**config.mk**
```make
export PLATFORM = sky130hd
export DESIGN_NAME = scaled_bg_renderer
export DESIGN_NICKNAME = d
export VERILOG_FILES = /design/src/rtl/bg_render_pkg.sv /design/src/rtl/bg_scroll_ctrl.sv /design/src/rtl/scaled_bg_renderer.sv
export SDC_FILE = /design/constraint.sdc
export NUM_CORES = 1
export LEC_CHECK = 0
export BUFFER_PORTS_ARGS = -buffer_cell sky130_fd_sc_hd__buf_2
export CAP_MARGIN = 5
export CORE_ASPECT_RATIO = 1.25
export CORE_MARGIN = 2
export CORE_UTILIZATION = 54
export CTS_CLUSTER_DIAMETER = 100
export DETAILED_ROUTE_END_ITERATION = 8
export GPL_ROUTABILITY_DRIVEN = 0
export GPL_TIMING_DRIVEN = 0
export PLACE_DENSITY_LB_ADDON = 0.1
export SLEW_MARGIN = 20
export SYNTH_ARGS = -nofsm -noshare
export SYNTH_HDL_FRONTEND = slang
export SYNTH_SLANG_ARGS = --single-unit
export TNS_END_PERCENT = 10
```
**constraint.sdc**
```tcl
create_clock -name vga_clk -period 4.9 [get_ports vga_clk]
set_input_delay 0.245 -clock vga_clk [delete_from_list [all_inputs] [get_ports vga_clk]]
set_output_delay 0.245 -clock vga_clk [all_outputs]
set_load 0.05 [all_outputs]
```
**src/rtl/bg_render_pkg.sv**
```systemverilog
// Shared constants, pipeline payload and fixed-point step helper for the
// scaled background renderer.
package bg_render_pkg;

    localparam int unsigned FRAC_DEF = 16;
    localparam int unsigned PIPE_LAT = 4;
    localparam int unsigned COORD_W  = 16;

    typedef struct packed {
        logic [COORD_W-1:0] sx;
        logic [COORD_W-1:0] sy;
        logic               blank;
    } px_stage_t;

    // Floored (src << frac) / scr, evaluated at 64 bits so large sources cannot overflow.
    function automatic int unsigned step(input int unsigned src,
                                         input int unsigned scr,
                                         input int unsigned frac);
        return 32'((64'(src) << frac) / 64'(scr));
    endfunction

endpackage

```
**src/rtl/bg_scroll_ctrl.sv**
```systemverilog
// Horizontal scroll offset: load or advance once per frame, wrapped modulo SRC_W.
module bg_scroll_ctrl #(
    parameter int unsigned SRC_W = 500,
    parameter int unsigned XW    = $clog2(SRC_W)
) (
    input  logic          vga_clk,
    input  logic          reset,
    input  logic          frame_tick,
    input  logic          scroll_load,
    input  logic [XW-1:0] scroll_value,
    input  logic          scroll_run,
    input  logic [XW-1:0] scroll_speed,
    output logic [XW-1:0] scroll_off
);

    localparam int unsigned SW = XW + 1;

    logic [XW-1:0] scroll_off_d, scroll_off_q;
    logic [SW-1:0] sum_c;

    // Load has priority over run; both operands are < SRC_W so one subtract wraps.
    always_comb begin
        scroll_off_d = scroll_off_q;
        sum_c        = SW'(scroll_off_q) + SW'(scroll_speed);
        if (sum_c >= SW'(SRC_W)) begin
            sum_c = sum_c - SW'(SRC_W);
        end
        if (frame_tick) begin
            if (scroll_load) begin
                scroll_off_d = scroll_value;
            end else if (scroll_run) begin
                scroll_off_d = XW'(sum_c);
            end
        end
    end

    always_ff @(posedge vga_clk) begin
        if (reset) begin
            scroll_off_q <= '0;
        end else begin
            scroll_off_q <= scroll_off_d;
        end
    end

    assign scroll_off = scroll_off_q;

endmodule

```
**src/rtl/scaled_bg_renderer.sv**
```systemverilog
// Full-screen background renderer: fixed-point screen-to-texel scaling, wrapping
// horizontal scroll, external sync ROM + palette, 4-cycle registered output.
module scaled_bg_renderer
    import bg_render_pkg::*;
#(
    parameter  int unsigned SRC_W      = 500,
    parameter  int unsigned SRC_H      = 500,
    parameter  int unsigned SCR_W      = 640,
    parameter  int unsigned SCR_H      = 480,
    parameter  int unsigned FRAC       = FRAC_DEF,
    parameter  int unsigned IDX_W      = 4,
    parameter  int unsigned TRANSP_IDX = 0,
    localparam int unsigned AW         = $clog2(SRC_W * SRC_H),
    localparam int unsigned XW         = $clog2(SRC_W)
) (
    input  logic             vga_clk,
    input  logic             reset,
    input  logic [9:0]       DrawX,
    input  logic [9:0]       DrawY,
    input  logic             blank,
    input  logic             frame_tick,
    input  logic             scroll_load,
    input  logic [XW-1:0]    scroll_value,
    input  logic             scroll_run,
    input  logic [XW-1:0]    scroll_speed,
    output logic [AW-1:0]    rom_address,
    input  logic [IDX_W-1:0] rom_q,
    output logic [IDX_W-1:0] pal_index,
    input  logic [3:0]       palette_red,
    input  logic [3:0]       palette_green,
    input  logic [3:0]       palette_blue,
    output logic [3:0]       red,
    output logic [3:0]       green,
    output logic [3:0]       blue,
    output logic             opaque,
    output logic [XW-1:0]    scroll_off
);

    localparam int unsigned STEP_X = step(SRC_W, SCR_W, FRAC);
    localparam int unsigned STEP_Y = step(SRC_H, SCR_H, FRAC);
    localparam int unsigned PW     = 10 + 32;
    localparam int unsigned WXW    = XW + 1;

    px_stage_t        s1_d, s1_q;
    logic [PW-1:0]    prod_x_c, prod_y_c;
    logic [WXW-1:0]   wx_c;
    logic [AW-1:0]    addr_d, addr_q;
    logic [1:0]       blank_q;
    logic [IDX_W-1:0] pal_c;
    logic [3:0]       red_d, green_d, blue_d;
    logic [3:0]       red_q, green_q, blue_q;
    logic             opaque_d, opaque_q;

    bg_scroll_ctrl #(
        .SRC_W (SRC_W),
        .XW    (XW)
    ) u_scroll (
        .vga_clk      (vga_clk),
        .reset        (reset),
        .frame_tick   (frame_tick),
        .scroll_load  (scroll_load),
        .scroll_value (scroll_value),
        .scroll_run   (scroll_run),
        .scroll_speed (scroll_speed),
        .scroll_off   (scroll_off)
    );

    // Stage logic: full-width products before the shift, wrap, address, palette gate.
    always_comb begin
        prod_x_c    = PW'(DrawX) * PW'(STEP_X);
        prod_y_c    = PW'(DrawY) * PW'(STEP_Y);
        s1_d.sx     = COORD_W'(prod_x_c >> FRAC);
        s1_d.sy     = COORD_W'(prod_y_c >> FRAC);
        s1_d.blank  = blank;

        wx_c = WXW'(s1_q.sx) + WXW'(scroll_off);
        if (wx_c >= WXW'(SRC_W)) begin
            wx_c = wx_c - WXW'(SRC_W);
        end
        addr_d = AW'(32'(s1_q.sy) * 32'(SRC_W) + 32'(wx_c));

        // ROM data is only meaningful while the matching blank bit says active.
        pal_c    = blank_q[1] ? rom_q : '0;
        red_d    = blank_q[1] ? palette_red   : 4'd0;
        green_d  = blank_q[1] ? palette_green : 4'd0;
        blue_d   = blank_q[1] ? palette_blue  : 4'd0;
        opaque_d = blank_q[1] && (pal_c != IDX_W'(TRANSP_IDX));
    end

    always_ff @(posedge vga_clk) begin
        if (reset) begin
            s1_q     <= '0;
            addr_q   <= '0;
            blank_q  <= '0;
            red_q    <= '0;
            green_q  <= '0;
            blue_q   <= '0;
            opaque_q <= 1'b0;
        end else begin
            s1_q     <= s1_d;
            addr_q   <= addr_d;
            blank_q  <= {blank_q[0], s1_q.blank};
            red_q    <= red_d;
            green_q  <= green_d;
            blue_q   <= blue_d;
            opaque_q <= opaque_d;
        end
    end

    assign rom_address = addr_q;
    assign pal_index   = pal_c;
    assign red         = red_q;
    assign green       = green_q;
    assign blue        = blue_q;
    assign opaque      = opaque_q;

endmodule

```
======== Word-level counts from Yosys, hierarchy flattened ========
Cells that the tools add are included.
storage, ports and cells
  output and inout port bits .............. 44
  bits in registers ....................... 69
  word-level logic and storage cells ...... 32
  bits of input ports ..................... 60
operators by class
  add/sub/neg operators ................... 5
  bitwise gates (word level) .............. 1
  multiply operators ...................... 3
  reductions and logical operators ........ 5
  mux-type cells .......................... 5
  magnitude comparators ................... 2
operators with widths
  kind                      number
  $mux W9                   3
  $mul A10 B16 Y26 const B  1
  $ge A10 B9 Y1 const B     2
  $add A18 B10 Y18          1
  $mul A16 B7 Y16 const B   1
  $mul A10 B5 Y15 const B   1
  $add A10 B9 Y10           1
  $add A9 B9 Y10            1
  $mux W10                  1
  $sub A10 B9 Y10 const B   1
  $sub A9 B9 Y9 const B     1
  $mux W4                   1
  $reduce_bool A4 Y1        1
  $reduce_and A2 Y1         1
  $reduce_bool A2 Y1        1
  $reduce_or A2 Y1          1
  $logic_and A1 B1 Y1       1
  $not A1 Y1                1

======== Depth between registers and ports, before layout ========
Gate-level depths: netlist (run 1).
  depth after elaboration ................. 5
  depth in mapped cells ................... 21
  gate-level depth less buffers ........... 21

======== Hierarchy ========
From an unflattened synthesis (run 1), not the netlist that was laid out.
second synthesis, totals
  cells, all modules ...................... 925
  area total of the unflattened synthesis .. 8368.0 µm²
by module, submodules not included
  module              cells an instance  seq. area each (µm²)  instances  area an instance (µm²)
  scaled_bg_renderer  771                1101.1                1          7130.6
  bg_scroll_ctrl      154                180.2                 1          1237.4

======== Worst setup path after synthesis (run 1) ========
Ideal clock, no wire load.
  path kind ............................... flip-flop to flip-flop
  from .................................... register u_scroll.scroll_off_q[0], in the netlist u_scroll.scroll_off[0]
  to ...................................... register addr_q[16], in the netlist rom_address[16]
  setup time .............................. 71 ps
  clock period less this slack ............ 5052 ps
  slack ................................... -152 ps
  cell stages (with the launch flop) ...... 22
  required time ........................... 4829 ps
  arrival ................................. 4981 ps
  cells stage by stage .................... dfxtp_1 -> ha_1 -> fa_1 -> a21o_1 -> a221oi_1 -> o21bai_1 -> a21oi_1 -> xnor2_1 -> nand4_1 -> o21ai_1 -> xnor2_1 -> ha_1 -> inv_1 -> fa_1 -> nor2b_1 -> o21ai_0 -> a21oi_1 -> o21ai_0 -> a211oi_4 -> nand3_4 -> or4_1 -> a21oi_1
between the ends
  longest elaborated chain between the ends .. 4
  elaborated cells on any way between the ends .. 5
  those cells by class .................... add/sub (3); order compare (1); mux (1)
ends and longest elaborated chain
  element                                                  line                                                RTL
  from (decl)                                              bg_scroll_ctrl.sv:18                                logic [XW-1:0] scroll_off_d, scroll_off_q;
  from (signal assigned)                                   bg_scroll_ctrl.sv:41                                scroll_off_q <= scroll_off_d;
  $add A10 B9 Y10 (*)                                      scaled_bg_renderer.sv:76                            wx_c = WXW'(s1_q.sx) + WXW'(scroll_off);
  $sub A10 B9 Y10 / $ge A10 B9 Y1 (equally long branches)  scaled_bg_renderer.sv:78, scaled_bg_renderer.sv:77
  $mux W10 (*)                                             scaled_bg_renderer.sv:77                            if (wx_c >= WXW'(SRC_W)) begin
  $add A18 B10 Y18 (*)                                     scaled_bg_renderer.sv:80                            addr_d = AW'(32'(s1_q.sy) * 32'(SRC_W) + 32'(wx_c));
  to (signal assigned)                                     scaled_bg_renderer.sv:101                           addr_q <= addr_d;
  to (decl)                                                scaled_bg_renderer.sv:47                            logic [AW-1:0] addr_d, addr_q;
Mark *: on every way between the ends. The rest lies on a longest branch, timed or not.
A chain may end at the register's enable or synchronous reset.

======== Final worst setup path (run 1) ========
  from .................................... register s1_q[6] (netlist name)
  to ...................................... register addr_q[16], in the netlist rom_address[16]
between the ends
  longest elaborated chain between the ends .. 2
ends and longest elaborated chain
  element                 line                       RTL
  from (decl)             scaled_bg_renderer.sv:44   px_stage_t s1_d, s1_q;
  from (signal assigned)  scaled_bg_renderer.sv:92   s1_q <= '0;
  from (signal assigned)  scaled_bg_renderer.sv:100  s1_q <= s1_d;
  $mul A16 B7 Y16         scaled_bg_renderer.sv:80
  $add A18 B10 Y18        scaled_bg_renderer.sv:80
Every way passes these cells.

==> results of run 1 <==
## cells by family after synthesis
kind of cell,after synthesis,synth area share (%)
and+or+nand+nor,210,13.8
muxes,9,1.18
AOI/OAI and AO/OA,161,14.0
adders and majority gates,220,41.4
xor gates and xnor gates,54,6.04
DFF,64,16.4
buffers and inverters,151,7.24
## what timing repair did
action	4_1_cts	5_1_grt
pin swaps	8	23
gates resized for setup	15	19
buffers inserted	5	4
setup endpoints to repair	7	4
## layout make-up
type                            count  area (um2)
Clock inverter                      3        65.1
Clock buffer                       13         250
Multi-Input combinational cell    654        6090
Tap cell                          178         223
Buffer                              9        33.8
Inverter                          142         533
Fill cell                        1307        5220
Timing Repair Buffer              110         573
Sequential cell                    64        1300
## worst max-delay path, cell delays in order (launching register included)
cell	delay, ns
dfxtp_2	0.35
inv_2	0.09
fa_1	0.51
fa_1	0.52
inv_1	0.06
fa_1	0.51
inv_1	0.06
fa_1	0.50
inv_1	0.04
ha_2	0.32
or2_2	0.33
or2_2	0.28
o211a_1	0.16
a32oi_4	0.23
nand3_4	0.11
or4_4	0.49
a21oi_2	0.13
## metrics by stage
step                setup TNS, ns  instance area, um2
global placement            -1.52                8560
detailed placement          -1.52                8560
floorplan                       0                7840
finish                          0                9070
CTS                             0                8970
global route              -0.0424                9070
## metal layers
metal,up-vias,share of wire [%]
li1,3203,-
met1,2895,45
met2,110,50
met3,14,4.1
met4,0,1.3
met5,-,0
## cell usage after synthesis (7+ instances only)
cell type  number
ha_1          155
inv_1         142
fa_1           65
dfxtp_1        64
nor2_1         54
xnor2_1        40
a21oi_1        37
nand2_1        37
o21ai_0        29
nor3_1         24
and2_1         21
nor2b_1        17
a21o_1         16
nand2b_1       15
a211oi_1       14
xor2_1         14
o21a_1         11
clkbuf_1        9
nand3_1         9
a31oi_1         7
mux2i_1         7
## registers in the layout, summed over array words and instances, names as in the netlist
| register | flops |
|---|---|
| rom_address | 18 |
| green | 4 |
| blue | 4 |
| u_scroll.scroll_off | 9 |
| s1_q | 22 |
| red | 4 |
| opaque | 1 |
| blank_q | 2 |
## worst max-delay path by stage
stage / startpoint / endpoint / slack, ns / cells after the start
final: s1_q[6] / rom_address[16] / 0.14 / 16
after global routing: u_scroll.scroll_off[0] / rom_address[17] / -0.03 / 19
after CTS: u_scroll.scroll_off[0] / rom_address[16] / 0.003 / 21
after detailed placement: u_scroll.scroll_off[0] / rom_address[16] / -0.53 / 21
after global placement: u_scroll.scroll_off[0] / rom_address[16] / -0.53 / 21
after floorplan: u_scroll.scroll_off[0] / rom_address[16] / 0.03 / 21
## cells in the final DEF (no fill, tap or decap), types with 13 or more instances in the layout
| cell type | Yosys | routed |
|---|---|---|
| a211oi_1 | 14 | 13 |
| nor2_1 | 54 | 54 |
| fa_1 | 65 | 63 |
| nor2b_1 | 17 | 16 |
| xor2_1 | 14 | 13 |
| dfxtp_1 | 64 | 56 |
| xnor2_1 | 40 | 38 |
| nor3_1 | 24 | 23 |
| a21o_1 | 16 | 16 |
| o21ai_0 | 29 | 26 |
| buf_2 | 0 | 101 |
| ha_1 | 155 | 150 |
| a21oi_1 | 37 | 34 |
| nand2_1 | 37 | 37 |
| and2_1 | 21 | 21 |
| nand2b_1 | 15 | 15 |
| inv_1 | 142 | 140 |
==> metrics, run 1 <==
library cells used by synthesis=61; Die W=~110 um; critical path arrival=5.02 ns; Synth Cell Area=~7800 um2; first-pass GRT wire length=27.2 mm; initial antenna violation count=0; slew margin rel.=41.7%; register area share after synthesis=16.4%; Vias/cell=5.30; Rows=49; FFs w/ async S/R, synth=0%; H-tree depth=3; port bufs=101; DP Worst Slack=-0.525 ns; routing usage on met2=37.6%; hold worst-path end=blue[1]; drt first pass iters=4; Critical Path End Type=flip-flop; worst-case clock buffer depth=2; r2r startpoint=s1_q[6]; Die ar.=15500 um2; io pins=104; Core Util, Final=63.5%; routed len/inst=13.7 um; worst hold path cell count=2; Worst Setup Start Kind=flip-flop; Worst R2R End=rom_address[16]; RSZ-0062 raised after global routing=true; number of flops mapped to enable cells by yosys=0; FF+latch count, synth=64; via count=6222; share of the synthesized area in the top cell type=between 20% and 30%; post-detail-place hpwl=13.4 mm; Placeable Area=14300 um2; setup ws final=0.145 ns; final-stage net count=1270; FF-to-FF path depth=16; CTS Buf Count=9; Mean Syn Cell Area=9.01 um2; ANT cells=0; Die Span Y=139 um; register-to-register setup slack=~0.14 ns; synth warn=0; Cells after DPL=1148; Area contributors post-synth=ha_1 (25%), fa_1 (17%), dfxtp_1 (16%); Min-Delay Path Class=primary input to flip-flop; Max-Cap Viols=0; area leader, netlist=ha_1; Fin. Hold Viols=0; hold slack=0.108 ns; Worst-Skew Late Latency=0.34 ns; vias in the first global route=6109; pin count of the biggest net entering global routing=11; Syn Nets=1149; post-route ant nets=0; Max Fanout on Critical Path=7; met3 Track Usage GR=roughly 3.2%; transition time of the tightest slew-check pin=0.867 ns; crit share post-route=97.0%; CTS tree=done; CTS Root Cell=clkbuf_16; DR iter-0 viols=153; clock skew=0.00661 ns; hold_buf cts=0; Final Max Slew Viols=0; crit path kind=flip-flop to flip-flop; Non-Filler Instances=between 1k and 1.5k; status=finished clean; GR Util met1=27.1%; final setup vio count=0; DRT Wirelength=16.0 mm; CP Data Required Time=5.16 ns; Overflow after GRT=0; Reg clk slew, reported paths=0.06 ns; Remaining DRCs=0; share of layout cells above drive strength 1=16.7%; worst hold start=palette_blue[1]; Peak Freq=210 MHz; crit path time final=4.76 ns; clock sink count=64; Post-Synthesis Cells=869; GRT Total Usage=21.2%; Starting Density=roughly 55%; Layout area overhead=15.8%; gr busiest metal=met2; Main synth FF type=dfxtp_1
Power of run 1 is not shown: default switching activity piles up to over one toggle a cycle in this logic, so the estimate is an artifact.
==> inputs of run 2 (changes only) <==
Settings changed: RECOVER_POWER from default to 100.
==> run 2 against run 1 <==
Non-clock buffer count unchanged. Worst hold slack improved by 0.00083 ns. Die area unchanged. Clock-buffer cell count unchanged. Cell count unchanged. Maximum frequency about the same. Global-route usage unchanged.
==> metrics, run 2 (synthesis gave the netlist of run 1 again) <==
crit share post-route=97.0% (about the same); via count=6217 (was 6222); initial antenna violation count=0 (unchanged); Layout area overhead=15.2% (was 15.8%); slew margin rel.=40.7% (was 41.7%); CP delay by family, top=adder cells (unchanged); Starting Density=54.8% (unchanged); Worst Setup Start Kind=flip-flop (unchanged); ANT cells=0 (unchanged); drt first pass iters=4 (unchanged); CTS tree=done (unchanged); crit path kind=flip-flop to flip-flop (unchanged); Worst-Skew Late Latency=0.34 ns (about the same); Critical Path End Type=flip-flop (unchanged); vias in the first global route=6109 (unchanged); worst-case clock buffer depth=2 (unchanged); io pins=104 (unchanged); Met1 Routed Length=7.19 mm (was 7.18 mm); post-route ant nets=0 (unchanged); final setup vio count=0 (unchanged); CP dominant cell by count=fa_1 (unchanged); post-detail-place hpwl=13.4 mm (unchanged); Remaining DRCs=0 (unchanged); clock skew=0.00659 ns (was 0.00661 ns); Slowest cell on crit path=fa_1 (unchanged); CP Cell Sequence=inv_2 > fa_1 > fa_1 > inv_1 > fa_1 > inv_1 > fa_1 > inv_1 > ha_2 > or2_2 > or2_2 > o211a_1 > a32oi_4 > nand3_4 > or4_4 > a21oi_2 (unchanged); number of flip-flops in the largest register=22 (unchanged); Reg with most FFs=s1_q (unchanged); final-stage net count=1270 (unchanged); most common cell after layout, fill and taps aside=ha_1 (unchanged); routed len/inst=13.7 um (about the same); Peak Freq=210 MHz (about the same); Max Fanout on Critical Path=7 (unchanged); status=finished clean (unchanged); crit path time final=4.75 ns (was 4.76 ns); clock sink count=64 (unchanged); Die W=112 um (unchanged); CTS Buf Count=9 (unchanged); Critical path buffers and inverters=4 (unchanged); Reg clk slew, reported paths=0.06 ns (about the same); DP Worst Slack=-0.525 ns (unchanged); Die ar.=15500 um2 (unchanged); Seq. cell area=1300 um2 (unchanged); Fin. Hold Viols=0 (unchanged); pin count of the biggest net entering global routing=11 (unchanged); wire length on met3=709 um (was 658 um); setup ws final=0.147 ns (was 0.145 ns); RSZ-0062 raised after global routing=true (unchanged); DRT Wirelength=16.1 mm (was 16.0 mm); highest routed metal layer=met4 (unchanged); CTS Root Cell=clkbuf_16 (unchanged); CP Data Required Time=5.16 ns (about the same); met2 WL=7.97 mm (about the same); share of layout cells above drive strength 1=12.8% (was 16.7%); critical path arrival=5.01 ns (was 5.02 ns); multi-input logic area=6090 um2 (unchanged); commonest cells after routing, fill and taps aside=ha_1 (150), inv_1 (140), fa_1 (63), buf_2 (62), dfxtp_1 (56) (was ha_1 (150), inv_1 (140), buf_2 (101), fa_1 (63), dfxtp_1 (56)); Die Span Y=139 um (unchanged); Final Max Slew Viols=0 (unchanged); DR iter-0 viols=160 (was 153); Placeable Area=14300 um2 (unchanged); fillers=1338 (was 1307); Fin Setup TNS=0 ns (unchanged); transition time of the tightest slew-check pin=0.881 ns (was 0.867 ns); delay of the slowest critical-path stage=0.52 ns (about the same); H-tree depth=3 (unchanged); port bufs=101 (unchanged); Min-Delay Path Class=primary input to flip-flop (unchanged); Overflow after GRT=0 (unchanged); GRT Total Usage=21.2% (unchanged); first-pass GRT wire length=27.2 mm (unchanged); Max-Cap Viols=0 (unchanged); Vias/cell=5.30 (about the same); Rows=49 (unchanged)
## run 2: changes by cell type in the layout (fill, tap and decap cells not counted)
cell / change
and2_0: +4
and2_1: -4
buf_2: -39
clkbuf_1: +39
## run 2: metrics by stage
stage | hold slack, ns | cell area (um2) | util [%] | cells
after floorplan | 0.367 | 7840 | - | 869
after global placement | 0.419 | 8560 | 60.0 | 1148
after detailed placement | 0.431 | 8560 | 60.0 | 1148
after CTS | 0.104 | 8970 | 62.8 | 1169
after global routing | 0.110 | 9020 | 63.1 | 1173
final | 0.109 | 9020 | 63.1 | 1173
## run 2: layout make-up
cell class              count  area share [%]
multi-input cells         654            67.6
repair buffers            110            5.81
clock inverters             3           0.721
plain buffers               9           0.375
flip-flops and latches     64            14.4
clock buffers              13            2.77
well taps                 178            2.47
inverters                 142            5.91
## run 2: repair_timing
| action | in CTS | in global routing |
|---|---|---|
| hold buffers | 0 | 0 |
| endpoints found under the setup margin | 7 | 4 |
| resized for setup | 15 | 19 |
| buffers inserted | 5 | 4 |
| pin swaps | 8 | 23 |
## run 2: final timing paths
path / start / to / slack, ns / cells after the start
worst max-delay path: s1_q[6] / rom_address[16] / 0.15 / 16
worst min-delay path: palette_green[3] / green[3] / 0.11 / 2
worst max register to register: s1_q[6] / rom_address[16] / 0.15 / 16
worst min register to register: s1_q[0] / blank_q[0] / 0.44 / 1
## run 2: per-layer routing
metal | vias to the layer above | track usage (%)
li1 | 3202 | -
met2 | 113 | 37.6
met4 | 0 | 5.39
met1 | 2890 | 27.1
met5 | - | 0
met3 | 12 | 3.19
Power of run 2 is left out for the same reason.
==> inputs of run 3 (changes only) <==
Settings changed: ABC_AREA from default to 1, BUFFER_PORTS_ARGS -buffer_cell sky130_fd_sc_hd__buf_2 to default, CORE_UTILIZATION 54 to 60, DONT_BUFFER_PORTS from default to 1.
==> run 3 against run 2 <==
Synthesized area grew 5.4%. Die area shrank 4.9%. Non-clock buffer count shrank 108. Worst hold slack lost 0.099 ns. Highest routed layer unchanged.
==> metrics, run 3 <==
status=finished clean (unchanged); hold_buf cts=0 (unchanged); crit path time final=4.62 ns (was 4.75 ns); DR iter-0 viols=235 (was 160); Overflow after GRT=0 (unchanged); Synth Cell Area=8260 um2 (was 7830 um2); CTS Root Cell=clkbuf_16 (unchanged); Max-Cap Viols=0 (unchanged); Critical Path End Type=flip-flop (unchanged); H-tree depth=3 (unchanged); CTS tree=done (unchanged); Mean Syn Cell Area=7.57 um2 (was 9.01 um2); CTS Buf Count=9 (unchanged); share of layout cells above drive strength 1=4.96% (was 12.8%); Slowest cell on crit path=fa_1 (unchanged); final setup vio count=0 (unchanged); first-pass GRT wire length=29.6 mm (was 27.2 mm); Critical path buffers and inverters=3 (was 4); Worst Setup Start Kind=flip-flop (unchanged); area leader, netlist=ha_1 (unchanged); Reg clk slew, reported paths=0.06 ns (about the same); delay of the slowest critical-path stage=0.51 ns (was 0.52 ns); library cells used by synthesis=46 (was 61); Synth top cells by count=inv_1 (236), nand2_1 (191), ha_1 (155) (was ha_1 (155), inv_1 (142), fa_1 (65)); Max Fanout on Critical Path=7 (unchanged); routed len/inst=13.6 um (was 13.7 um); Vias/cell=5.31 (was 5.30); FFs w/ async S/R, synth=0% (unchanged); critical path arrival=4.85 ns (was 5.01 ns); Core Util, Final=66.6% (was 63.1%); register area share after synthesis=15.5% (was 16.4%); initial antenna violation count=0 (unchanged); transition time of the tightest slew-check pin=0.687 ns (was 0.881 ns); Peak Freq=216 MHz (was 210 MHz); drt first pass iters=5 (was 4); Remaining DRCs=0 (unchanged); pin count of the biggest net entering global routing=13 (was 11); Rows=47 (was 49); number of flops mapped to enable cells by yosys=0 (unchanged); commonest cells after routing, fill and taps aside=inv_1 (236), nand2_1 (194), ha_1 (153), a21oi_1 (82), nor2_1 (77) (was ha_1 (150), inv_1 (140), fa_1 (63), buf_2 (62), dfxtp_1 (56)); Main synth FF type=dfxtp_1 (unchanged); via count=6801 (was 6217); post-detail-place hpwl=14.2 mm (was 13.4 mm); Placeable Area=13300 um2 (was 14300 um2); io pins=104 (unchanged); most common cell after layout, fill and taps aside=inv_1 (was ha_1); GRT Total Usage=25.0% (was 21.2%); most common cell in the netlist=inv_1 (was ha_1); Die ar.=14700 um2 (was 15500 um2); Die Span Y=135 um (was 139 um); Die W=109 um (was 112 um); CP Data Required Time=5.13 ns (was 5.16 ns); Final Max Slew Viols=0 (unchanged); Post-Synthesis Cells=1091 (was 869); Min-Delay Path Class=primary input to flip-flop (unchanged); slew margin rel.=54.1% (was 40.7%); clock skew=0.00983 ns (was 0.00659 ns); Worst-Skew Late Latency=0.34 ns (about the same); crit share post-route=94.3% (was 97.0%); post-route ant nets=0 (unchanged); DRT Wirelength=17.4 mm (was 16.1 mm); Layout area overhead=7.74% (was 15.2%); CP delay by family, top=adder cells (unchanged); Area contributors post-synth=ha_1 (23%), fa_1 (16%), dfxtp_1 (16%) (was ha_1 (25%), fa_1 (17%), dfxtp_1 (16%)); port bufs=0 (was 101); ANT cells=0 (unchanged); CP dominant cell by count=nand2_1 (was fa_1); synth warn=0 (unchanged); worst-case clock buffer depth=2 (unchanged); CP Cell Sequence=ha_1 > ha_1 > inv_1 > fa_1 > fa_1 > inv_1 > ha_1 > a21oi_1 > o21ai_1 > xor2_1 > ha_2 > inv_1 > nor4_1 > nand2_1 > nand3_1 > nand3_1 > nand2_1 > nand2_1 > nor2_1 > nand3_1 > nand2_1 > nor2_1 (was inv_2 > fa_1 > fa_1 > inv_1 > fa_1 > inv_1 > fa_1 > inv_1 > ha_2 > or2_2 > or2_2 > o211a_1 > a32oi_4 > nand3_4 > or4_4 > a21oi_2); Syn Nets=1371 (was 1149); Starting Density=61.8% (was 54.8%); share of the synthesized area in the top cell type=23.5% (was 24.8%); clock sink count=64 (unchanged); vias in the first global route=6729 (was 6109); crit path kind=flip-flop to flip-flop (unchanged); FF+latch count, synth=64 (unchanged); Reg with most FFs=s1_q (unchanged); final-stage net count=1384 (was 1270); Fin. Hold Viols=0 (unchanged); number of flip-flops in the largest register=22 (unchanged)
## run 3: changes by cell type after synthesis, sizes merged, moves of 14 or more
| cell | previous run | this run |
|---|---|---|
| xnor2 | 40 | 9 |
| nand3 | 10 | 60 |
| nor2 | 54 | 83 |
| nor2b | 17 | 0 |
| a21oi | 38 | 84 |
| nand2b | 15 | 1 |
| a211oi | 16 | 2 |
| and2 | 21 | 0 |
| nor3 | 24 | 10 |
| inv | 142 | 237 |
| nand2 | 37 | 198 |
## run 3: metal layers
| metal | vias to the layer above | global-route usage (%) | routed length (um) |
|---|---|---|---|
| li1 | 3515 | - | - |
| met1 | 3117 | 31.1 | 7660 |
| met4 | 0 | 6.62 | 284 |
| met2 | 145 | 44.5 | 8700 |
| met5 | - | 0 | 0 |
| met3 | 24 | 3.94 | 726 |
## run 3: worst reg2reg max path: cells and delay by family, from the launching register on
family | cells | cell delay, ns
DFF | 1 | 0.37
AOI/OAI and AO/OA | 2 | 0.40
and+or+nand+nor | 10 | 1.05
adders and majority gates | 6 | 2.36
xor gates and xnor gates | 1 | 0.17
buffers and inverters | 3 | 0.15
## run 3: logic make-up after synthesis
group	count (synthesis)	share of synthesized area (%)
flops	64	15.5
simple gates	375	19.6
buf+inv	246	11.2
xor+xnor	28	3.61
fa+ha+maj	220	39.3
compound gates	158	10.8
## run 3: worst paths after layout
check,from,endpoint,slack [ns],depth (start not counted)
worst min register to register,blank_q[0],blank_q[1],0.40,2
worst min-delay path,palette_red[2],red[2],0.01,2
worst max-delay path,s1_q[1],rom_address[17],0.28,22
worst max register to register,s1_q[1],rom_address[17],0.28,22
## run 3: layout make-up
type                            count  area, um2
Clock buffer                       11        253
Inverter                          237        890
Clock inverter                      5       86.3
Buffer                              9       35.0
Tap cell                          171        214
Sequential cell                    64       1300
Timing Repair Buffer                2       15.0
Multi-Input combinational cell    781       6100
Fill cell                        1171       4450
## run 3: metrics by stage
| stage | hold slack [ns] | setup TNS (ns) | cells | setup slack (ns) | instance area [um2] |
|---|---|---|---|---|---|
| after floorplan | 0.352 | 0 | 1091 | 0.361 | 8260 |
| after global placement | 0.357 | 0 | 1262 | 0.0505 | 8470 |
| after detailed placement | 0.364 | -0.0392 | 1262 | -0.0392 | 8470 |
| after CTS | 0.00516 | 0 | 1279 | 0.0231 | 8820 |
| after global routing | 0.0108 | -0.0200 | 1280 | -0.0200 | 8890 |
| final | 0.0102 | 0 | 1280 | 0.281 | 8890 |
## run 3: what timing repair did
| item | 4_1_cts | 5_1_grt |
|---|---|---|
| setup endpoints to repair | 1 | 6 |
| gates resized for setup | 4 | 21 |
| cloned | 0 | 0 |
| pin swaps | 1 | 3 |
| buffers inserted | 1 | 1 |
Power of run 3 is left out for the same reason.
